==> src/rtl/writeback_arb_if.sv <==
// Writeback arbiter bus: ALU and load result handshakes plus register-file write outputs.
// Latency: none (wires only).
// Backpressure: alu_ready / ld_ready are driven by the arbiter back toward the producers.
interface writeback_arb_if #(
  parameter int FIFO_DEPTH = 4
);
  logic                        alu_valid;
  logic                        alu_ready;
  logic [9:0]                  alu_addr;
  logic [31:0]                 alu_data;
  logic                        ld_valid;
  logic                        ld_ready;
  logic [9:0]                  ld_addr;
  logic [31:0]                 ld_data;
  logic [9:0]                  tick_waddr;
  logic [31:0]                 tick_wdata;
  logic                        tick_wren;
  logic [$clog2(FIFO_DEPTH):0] ld_count;

  // producer / checker side
  modport master (
    output alu_valid, alu_addr, alu_data, ld_valid, ld_addr, ld_data,
    input  alu_ready, ld_ready, tick_waddr, tick_wdata, tick_wren, ld_count
  );

  // arbiter side
  modport slave (
    input  alu_valid, alu_addr, alu_data, ld_valid, ld_addr, ld_data,
    output alu_ready, ld_ready, tick_waddr, tick_wdata, tick_wren, ld_count
  );
endinterface

==> src/rtl/writeback_arb.sv <==
// Register-file writeback arbiter: ALU results win, loads wait in an in-order buffer.
// Latency: ALU result 1 cycle; buffered load at least 2 cycles (no bypass).
// Backpressure: ld_ready drops when the buffer is full; alu_ready drops for one cycle when the load head has starved.
module writeback_arb #(
  parameter int FIFO_DEPTH   = 4,
  parameter int STARVE_LIMIT = 7
) (
  input  logic           clock,
  input  logic           reset_n,
  writeback_arb_if.slave wb
);
  localparam int PW = (FIFO_DEPTH > 1) ? $clog2(FIFO_DEPTH) : 1;
  localparam int CW = $clog2(FIFO_DEPTH) + 1;
  localparam logic [CW-1:0] DEPTH_C = CW'(FIFO_DEPTH);
  localparam logic [3:0]    LIMIT_C = 4'(STARVE_LIMIT);

  logic [41:0]   mem [FIFO_DEPTH];
  logic [PW-1:0] wr_ptr;
  logic [PW-1:0] rd_ptr;
  logic [CW-1:0] cnt;
  logic [3:0]    starve_cnt;
  logic [41:0]   head;
  logic          empty;
  logic          force_ld;
  logic          alu_eff;
  logic          push;
  logic          pop;

  assign empty        = (cnt == '0);
  assign head         = mem[rd_ptr];
  // once the head has waited STARVE_LIMIT cycles, steal exactly one ALU slot
  assign force_ld     = (starve_cnt == LIMIT_C) && !empty;
  assign wb.alu_ready = reset_n && !force_ld;
  // a full buffer never accepts, even if it drains this cycle
  assign wb.ld_ready  = reset_n && (cnt < DEPTH_C);
  // ALU writes to x0 take the slot away from nobody: the buffer drains instead
  assign alu_eff      = wb.alu_valid && wb.alu_ready && (wb.alu_addr[4:0] != 5'd0);
  assign push         = wb.ld_valid && wb.ld_ready;
  assign pop          = reset_n && !empty && !alu_eff;
  assign wb.ld_count  = cnt;

  // load buffer storage, deliberately not reset
  always_ff @(posedge clock) begin
    if (push) begin
      mem[wr_ptr] <= {wb.ld_addr, wb.ld_data};
    end
  end

  // pointers and occupancy; pointers wrap naturally since depth is a power of two
  always_ff @(posedge clock) begin
    if (!reset_n) begin
      wr_ptr <= '0;
      rd_ptr <= '0;
      cnt    <= '0;
    end else begin
      if (push) wr_ptr <= wr_ptr + 1'b1;
      if (pop)  rd_ptr <= rd_ptr + 1'b1;
      case ({push, pop})
        2'b10:   cnt <= cnt + 1'b1;
        2'b01:   cnt <= cnt - 1'b1;
        default: cnt <= cnt;
      endcase
    end
  end

  // count cycles the head has been waiting behind ALU traffic
  always_ff @(posedge clock) begin
    if (!reset_n) begin
      starve_cnt <= '0;
    end else if (empty || pop) begin
      starve_cnt <= '0;
    end else if (starve_cnt != LIMIT_C) begin
      starve_cnt <= starve_cnt + 1'b1;
    end
  end

  // registered register-file write port; address/data hold when idle
  always_ff @(posedge clock) begin
    if (!reset_n) begin
      wb.tick_wren  <= 1'b0;
      wb.tick_waddr <= '0;
      wb.tick_wdata <= '0;
    end else if (alu_eff) begin
      wb.tick_wren  <= 1'b1;
      wb.tick_waddr <= wb.alu_addr;
      wb.tick_wdata <= wb.alu_data;
    end else if (pop) begin
      // a load targeting x0 is drained but never written
      wb.tick_wren  <= (head[36:32] != 5'd0);
      wb.tick_waddr <= head[41:32];
      wb.tick_wdata <= head[31:0];
    end else begin
      wb.tick_wren  <= 1'b0;
    end
  end
endmodule
==> src/flat_wrapper.sv <==
// flat-port wrapper written by rule: the top's interface ports become plain ports
module writeback_arb_flat 
#(
  parameter int FIFO_DEPTH   = 4,
  parameter int STARVE_LIMIT = 7
)
  (clock, reset_n, wb_alu_valid, wb_alu_addr, wb_alu_data, wb_ld_valid, wb_ld_addr, wb_ld_data, wb_alu_ready, wb_ld_ready, wb_tick_waddr, wb_tick_wdata, wb_tick_wren, wb_ld_count);
  writeback_arb_if #(.FIFO_DEPTH(FIFO_DEPTH)) wb_i ();
  input  logic clock;
  input  logic reset_n;
  input wire logic [$bits(wb_i.alu_valid)-1:0] wb_alu_valid;
  input wire logic [$bits(wb_i.alu_addr)-1:0] wb_alu_addr;
  input wire logic [$bits(wb_i.alu_data)-1:0] wb_alu_data;
  input wire logic [$bits(wb_i.ld_valid)-1:0] wb_ld_valid;
  input wire logic [$bits(wb_i.ld_addr)-1:0] wb_ld_addr;
  input wire logic [$bits(wb_i.ld_data)-1:0] wb_ld_data;
  output wire logic [$bits(wb_i.alu_ready)-1:0] wb_alu_ready;
  output wire logic [$bits(wb_i.ld_ready)-1:0] wb_ld_ready;
  output wire logic [$bits(wb_i.tick_waddr)-1:0] wb_tick_waddr;
  output wire logic [$bits(wb_i.tick_wdata)-1:0] wb_tick_wdata;
  output wire logic [$bits(wb_i.tick_wren)-1:0] wb_tick_wren;
  output wire logic [$bits(wb_i.ld_count)-1:0] wb_ld_count;
  assign wb_i.alu_valid = wb_alu_valid;
  assign wb_i.alu_addr = wb_alu_addr;
  assign wb_i.alu_data = wb_alu_data;
  assign wb_i.ld_valid = wb_ld_valid;
  assign wb_i.ld_addr = wb_ld_addr;
  assign wb_i.ld_data = wb_ld_data;
  assign wb_alu_ready = wb_i.alu_ready;
  assign wb_ld_ready = wb_i.ld_ready;
  assign wb_tick_waddr = wb_i.tick_waddr;
  assign wb_tick_wdata = wb_i.tick_wdata;
  assign wb_tick_wren = wb_i.tick_wren;
  assign wb_ld_count = wb_i.ld_count;
  writeback_arb #(.FIFO_DEPTH(FIFO_DEPTH), .STARVE_LIMIT(STARVE_LIMIT)) u_core (.clock(clock), .reset_n(reset_n), .wb(wb_i));
endmodule
==> config.mk <==
export PLATFORM = sky130hd
export DESIGN_NAME = writeback_arb_flat
export DESIGN_NICKNAME = d
export VERILOG_FILES = /design/src/rtl/writeback_arb_if.sv /design/src/rtl/writeback_arb.sv /design/src/flat_wrapper.sv
export SDC_FILE = /design/constraint.sdc
export NUM_CORES = 1
export LEC_CHECK = 0
export BUFFER_PORTS_ARGS = -buffer_cell sky130_fd_sc_hd__buf_2
export CORE_MARGIN = 5
export CORE_UTILIZATION = 51
export DETAILED_ROUTE_END_ITERATION = 7
export PLACE_DENSITY_LB_ADDON = 0.25
export SKIP_CTS_REPAIR_TIMING = 1
export SLEW_MARGIN = 20
export SYNTH_ARGS = -nofsm -noshare
export SYNTH_HDL_FRONTEND = slang
export SYNTH_SLANG_ARGS = --single-unit
==> constraint.sdc <==
create_clock -name clock -period 2.4 [get_ports clock]
set_input_delay 0.12 -clock clock [delete_from_list [all_inputs] [get_ports clock]]
set_output_delay 0.12 -clock clock [all_outputs]
set_load 0.03 [all_outputs]
# Word-level counts from Yosys, hierarchy flattened
# Memory sizes are Yosys's and may differ from the RTL's. A register that Yosys moved wholly into a read port is not among the register bits.
# Cells that the tools add are included.
# W data, S select, Z words.
dict set report totals {
  ff_bits 54
  ram_bits 168
  input_bits 88
  out_inout_bits 48
  word_cells 48
  memories 1
}
# memory words word_bits read_ports rd_clocked_by_memory_dff write_ports line
set mem_list {}
lappend mem_list {u_core.mem 4 42 1 1 1 writeback_arb.sv:17} ;# logic [41:0] mem [FIFO_DEPTH];
dict set report op_classes {
  addsub 5
  n_lt_le_gt_ge 1
  n_eq_ne 4
  muxes 11
  n_bitwise 1
  n_reduce_logical 18
}
# op count
set op_table {}
lappend op_table {{$mux W32} 2}
lappend op_table {{$mux W10} 2}
lappend op_table {{$reduce_bool A5 Y1} 2}
lappend op_table {{$logic_and A1 B1 Y1} 8}
lappend op_table {{$pmux W3 S2} 1}
lappend op_table {{$add A2 B1 Y2 const B} 2}
lappend op_table {{$add A4 B1 Y4 const B} 1}
lappend op_table {{$eq A4 B3 Y1 const B} 1}
lappend op_table {{$mux W1} 4}
lappend op_table {{$mux W2} 2}
lappend op_table {{$ne A4 B3 Y1 const B} 1}
lappend op_table {{$reduce_bool A2 Y1} 2}
lappend op_table {{$add A3 B1 Y3 const B} 1}
lappend op_table {{$logic_not A1 Y1} 3}
lappend op_table {{$logic_not A3 Y1} 1}
lappend op_table {{$lt A3 B3 Y1 const B} 1}
lappend op_table {{$sub A3 B1 Y3 const B} 1}
lappend op_table {{$eq A2 B1 Y1 const B} 1}
lappend op_table {{$eq A2 B2 Y1 const B} 1}
lappend op_table {{$reduce_or A2 Y1} 1}
lappend op_table {{$logic_or A1 B1 Y1} 1}
lappend op_table {{$not A1 Y1} 1}

# Logic depth before layout (Yosys ltp)
dict set report depth {
  word_depth 11
  ltp_mapped 10
  depth_no_buf 9
}

# Worst setup path after synthesis
# No wires, ideal clock.
dict set report synth_timing {
  kind {reg2reg}
  start {reg u_core.cnt[2], in the netlist u_core.wb.ld_count[2]}
  end {mem u_core.mem[0][0], enable pin}
  t_arrival_ps 2198
  required_ps 1996
  slack_ps -202
  stages_incl_launch_ff 3
  synth_period_minus_slack_ps 2602
  path_cell_list {dfxtp_1 > nor2b_1 > and3_1}
}
dict set report synth_via {
  elab_chain_cells 5
}
# element line
set synth_rtl {}
lappend synth_rtl {{start, declared} writeback_arb.sv:20} ;# logic [CW-1:0] cnt;
lappend synth_rtl {{start signal, assigned} writeback_arb.sv:59} ;# 2'b10: cnt <= cnt + 1'b1;
lappend synth_rtl {{start signal, assigned} writeback_arb.sv:60} ;# 2'b01: cnt <= cnt - 1'b1;
lappend synth_rtl {{start signal, assigned} writeback_arb.sv:61} ;# default: cnt <= cnt;
lappend synth_rtl {{$lt A3 B3 Y1} writeback_arb.sv:35} ;# assign wb.ld_ready = reset_n && (cnt < DEPTH_C);
lappend synth_rtl {{$logic_and A1 B1 Y1} writeback_arb.sv:35}
lappend synth_rtl {{net wb_ld_ready} flat_wrapper.sv:18} ;# output wire logic [$bits(wb_i.ld_ready)-1:0] wb_ld_ready;
lappend synth_rtl {{$logic_and A1 B1 Y1} writeback_arb.sv:38} ;# assign push = wb.ld_valid && wb.ld_ready;
lappend synth_rtl {{$mux W1} writeback_arb.sv:44} ;# if (push) begin
lappend synth_rtl {{$mux W1 (not written as such)} writeback_arb.sv:45} ;# mem[wr_ptr] <= {wb.ld_addr, wb.ld_data};
lappend synth_rtl {{end, declared} writeback_arb.sv:17}
# The timed path passes the listed nets, and every way through them passes these cells.

# Worst setup path in the final report
dict set report layout_timing {
  start {reg u_core.starve_cnt[0]}
  end {reg u_core.cnt[2], in the netlist u_core.wb.ld_count[2]}
}
dict set report layout_via {
  elab_chain_cells 10
}
# element line
set layout_rtl {}
lappend layout_rtl {{start, declared} writeback_arb.sv:21} ;# logic [3:0] starve_cnt;
lappend layout_rtl {{start signal, assigned} writeback_arb.sv:73} ;# starve_cnt <= starve_cnt + 1'b1;
lappend layout_rtl {{$eq A4 B3 Y1 *} writeback_arb.sv:32} ;# assign force_ld = (starve_cnt == LIMIT_C) && !empty;
lappend layout_rtl {{$logic_and A1 B1 Y1 *} writeback_arb.sv:32}
lappend layout_rtl {{$logic_not A1 Y1 *} writeback_arb.sv:33} ;# assign wb.alu_ready = reset_n && !force_ld;
lappend layout_rtl {{$logic_and A1 B1 Y1 *} writeback_arb.sv:33}
lappend layout_rtl {{$logic_and A1 B1 Y1 * (2 in series)} writeback_arb.sv:37} ;# assign alu_eff = wb.alu_valid && wb.alu_ready && (wb.alu_addr[4:0] != 5'd0);
lappend layout_rtl {{$logic_not A1 Y1 *} writeback_arb.sv:39} ;# assign pop = reset_n && !empty && !alu_eff;
lappend layout_rtl {{$logic_and A1 B1 Y1 *} writeback_arb.sv:39}
lappend layout_rtl {{net u_core.pop} writeback_arb.sv:27} ;# logic pop;
lappend layout_rtl {{$eq A2 B1 Y1 / $eq A2 B2 Y1 (equally long branches)} writeback_arb.sv:58} ;# case ({push, pop})
lappend layout_rtl {{$pmux W3 S2 / $reduce_bool A2 Y1 (equally long branches)} -}
# Mark *: on every way through the listed nets, which the timed path passes. The rest lies on a longest branch.
# A chain may end at the register's enable or synchronous reset.

==> flow_summary.toml <==
[detailed_routing]
drc_errors = 0
drt_wl_total_um = 20600
vias = 5737
wl_per_cell_um = 20.6
first_pass_iters = 7
drt-initial-drc-count = 444
viasPerCell = 5.73
ant_nets = 0

[cts]
cts_sinks = 224
cts_tree = "done"
clk_pin_slew_worst_paths_ns = 0.06
cts.path.max_buffers = 3
h-tree-depth = 1
root_buffer = "clkbuf_16"
insertion_delay_ns = 0.51
numCtsBuffers = 23

[die]
pin_count = 136
initial_core_util_pct = 52.0
placementRows = 47
die_w_um = 140
core_area_um2 = 16600
dieArea_um2 = 19700
dieHeight_um = 140

[logic_synthesis]
ys_seq_area_share_pct = 71.2
synth-seq-cells = 224
synth_nets = 632
synthDistinctLibCells = 36
async_reset_ff_share_pct = 0
synth_mux_area_share_pct = 11.3
synth_adder_area_share_pct = 1.10
synth_compound_area_share_pct = 8.41
synth_edf_count = 168
synth_xor_area_share_pct = 0.405
yosys_warnings = 0
dominantRegCellSynth = "edfxtp_1"
synth_cells = 537
synth_area_um2 = 8660
synthSimpleGateAreaFrac_pct = 5.37
synth_top_family_by_area = "multiplexers"
avgSynthCellArea_um2 = 16.1

[timing]
min_period_ns = 2.32
timing.hold.ws_ns = -0.0636
report.final.slew_viol_count = 0
tns_ns = 0
slew_headroom_pct = 58.0
fmax_mhz = 430
fin_crit_sh_pct = 96.9
worst_slew_pin_slew_ns = 0.631
final-setup-viol-count = 0
skew_ns = 0.0192
hold_viol_final = 1

[setup_path]
crit_fanout = 4
slowest_delay_ns = 0.39
worst_path_max_delay_cell = "fa_1"
ff2ff_path_depth = 9
rr_endpoint = "u_core.wb.ld_count[2]"
critPathKind = "reg2reg"
critical_path.top_delay_family = "adder cells"
worstPathRequired_ns = 2.82
r2r_start = "u_core.starve_cnt[0]"
endpoint_kind = "register"
rrSetupSlack_ns = 0.08
cp_cell_sequence = "ha_2, nand3b_1, a21oi_2, ha_1, inv_1, fa_1, xor2_1, or3_1, a21boi_1"
startpoint_type = "register"
path_buf_inv = 1
arrival_ns = 2.75

[min_path]
holdPathEnd = "u_core.wb.tick_wdata[14]"
hold_start = "wb_alu_data[14]"
hold_depth = 3
hold_path_class = "in2reg"

[grt]
antenna_found_initial = 0
grt_usage_pct = 19.8
grt_start_max_net_pins = 53
grt_pass1_vias = 5649
gr-total-overflow = 0
grt_pass1_wl_um = 31000

[cells_and_area]
n_antenna_cell = 0
drive_above_1_share_pct = 31.8
finalNetCount = 860
layout_common_cells = "168 x edfxtp_1, 135 x buf_2, 81 x dlygate4sd3_1"
final_common_cell = "edfxtp_1"
syn_to_final_growth_pct = 29.9

[status]
outcome = "finished, violations left"
violations = "hold timing"

[placed_design]
dp.final_hpwl_um = 12600
io_buffers = 135
routabilityCongestion = 0.827

[pwr]
power_density_nw_per_um2 = 816
max-vdd-ir-drop_mv = 0.556
leakagePower_nw = 4.04

[job]
max-cap-violations = 0
==> final cells by class <==
cell class	instances	area (um2)
repair buffers	242	1720
well taps	220	275
clock inverters	6	62.6
fillers	1131	5390
flip-flops and latches	224	6170
clock buffers	36	674
multi-input cells	267	2320
inverters	7	26.3
==> Yosys cell counts (all sizes together) (4+ instances only) <==
| library cell | instances | area share, % |
|---|---|---|
| a31oi | 42 | 3.0 |
| and2 | 5 | 0.36 |
| and3 | 4 | 0.29 |
| buf | 15 | 0.91 |
| clkbuf | 24 | 1.0 |
| dfxtp | 56 | 13 |
| edfxtp | 168 | 58 |
| ha | 6 | 0.87 |
| inv | 7 | 0.30 |
| mux4 | 42 | 11 |
| nand2 | 71 | 3.1 |
| nand3 | 11 | 0.64 |
| nor3 | 4 | 0.23 |
| o21ai | 15 | 1.0 |
| o31ai | 42 | 3.6 |
==> per-stage QoR <==
step / total power [mW] / setup WS [ns] / instances / instance area [um2] / utilization (%)
4_1_cts: 9.13 / 0.00857 / 919 / 10400 / 62.6
3_3_place_gp: 5.67 / -0.000248 / 877 / 9680 / 58.2
5_1_grt: 9.51 / -0.0205 / 1002 / 11200 / 67.6
6_report: 9.18 / 0.0755 / 1002 / 11200 / 67.6
3_5_place_dp: 5.72 / -0.173 / 877 / 9680 / 58.2
2_1_floorplan: 5.30 / 0.0202 / 537 / 8670 / -
==> sequential cells by signal, indices dropped and copies added, names as in the netlist, named ones only <==
signal / flops
u_core.rd_ptr: 2
u_core.wr_ptr: 2
u_core.wb.tick_waddr: 10
u_core.wb.tick_wren: 1
u_core.starve_cnt: 4
u_core.wb.tick_wdata: 32
u_core.wb.ld_count: 3
u_core.mem: 168
==> worst max path at each step <==
stage | to | from | cells after the start
floorplan | u_core.wb.ld_count[2] | u_core.wb.ld_count[0] | 9
global placement | u_core.wb.ld_count[2] | wb_alu_addr[1] | 10
detailed placement | u_core.wb.ld_count[2] | wb_alu_addr[1] | 10
CTS | u_core.wb.ld_count[2] | u_core.starve_cnt[0] | 9
global route | u_core.wb.ld_count[2] | u_core.starve_cnt[0] | 9
finish | u_core.wb.ld_count[2] | u_core.starve_cnt[0] | 9
==> layer usage <==
metal / GRT usage [%] / wire [um] / vias up
met5: 0 / 0 / -
met4: 5.30 / 425 / 0
met3: 3.99 / 1560 / 34
met2: 33.7 / 10400 / 278
met1: 26.3 / 8290 / 2839
li1: - / - / 2586
==> report_power, final <==
group,internal [mW],switching [mW]
Combinational,0.540,0.739
Clock,2.04,1.39
Sequential,4.36,0.113
Total,6.94,2.24
==> worst register-to-register path, cell delays in order, from the launching register on <==
cell	delay, ns
dfxtp_1	0.37
ha_2	0.23
nand3b_1	0.15
a21oi_2	0.20
ha_1	0.19
inv_1	0.05
fa_1	0.39
xor2_1	0.18
or3_1	0.32
a21boi_1	0.16
==> logic make-up after synthesis <==
family          after synthesis
buf+inv                      46
mux                          45
simple gates                104
compound gates              107
xor+xnor                      4
flops                       224
fa+ha+maj                     7
Note: power is estimated with default switching activity, not from simulation.
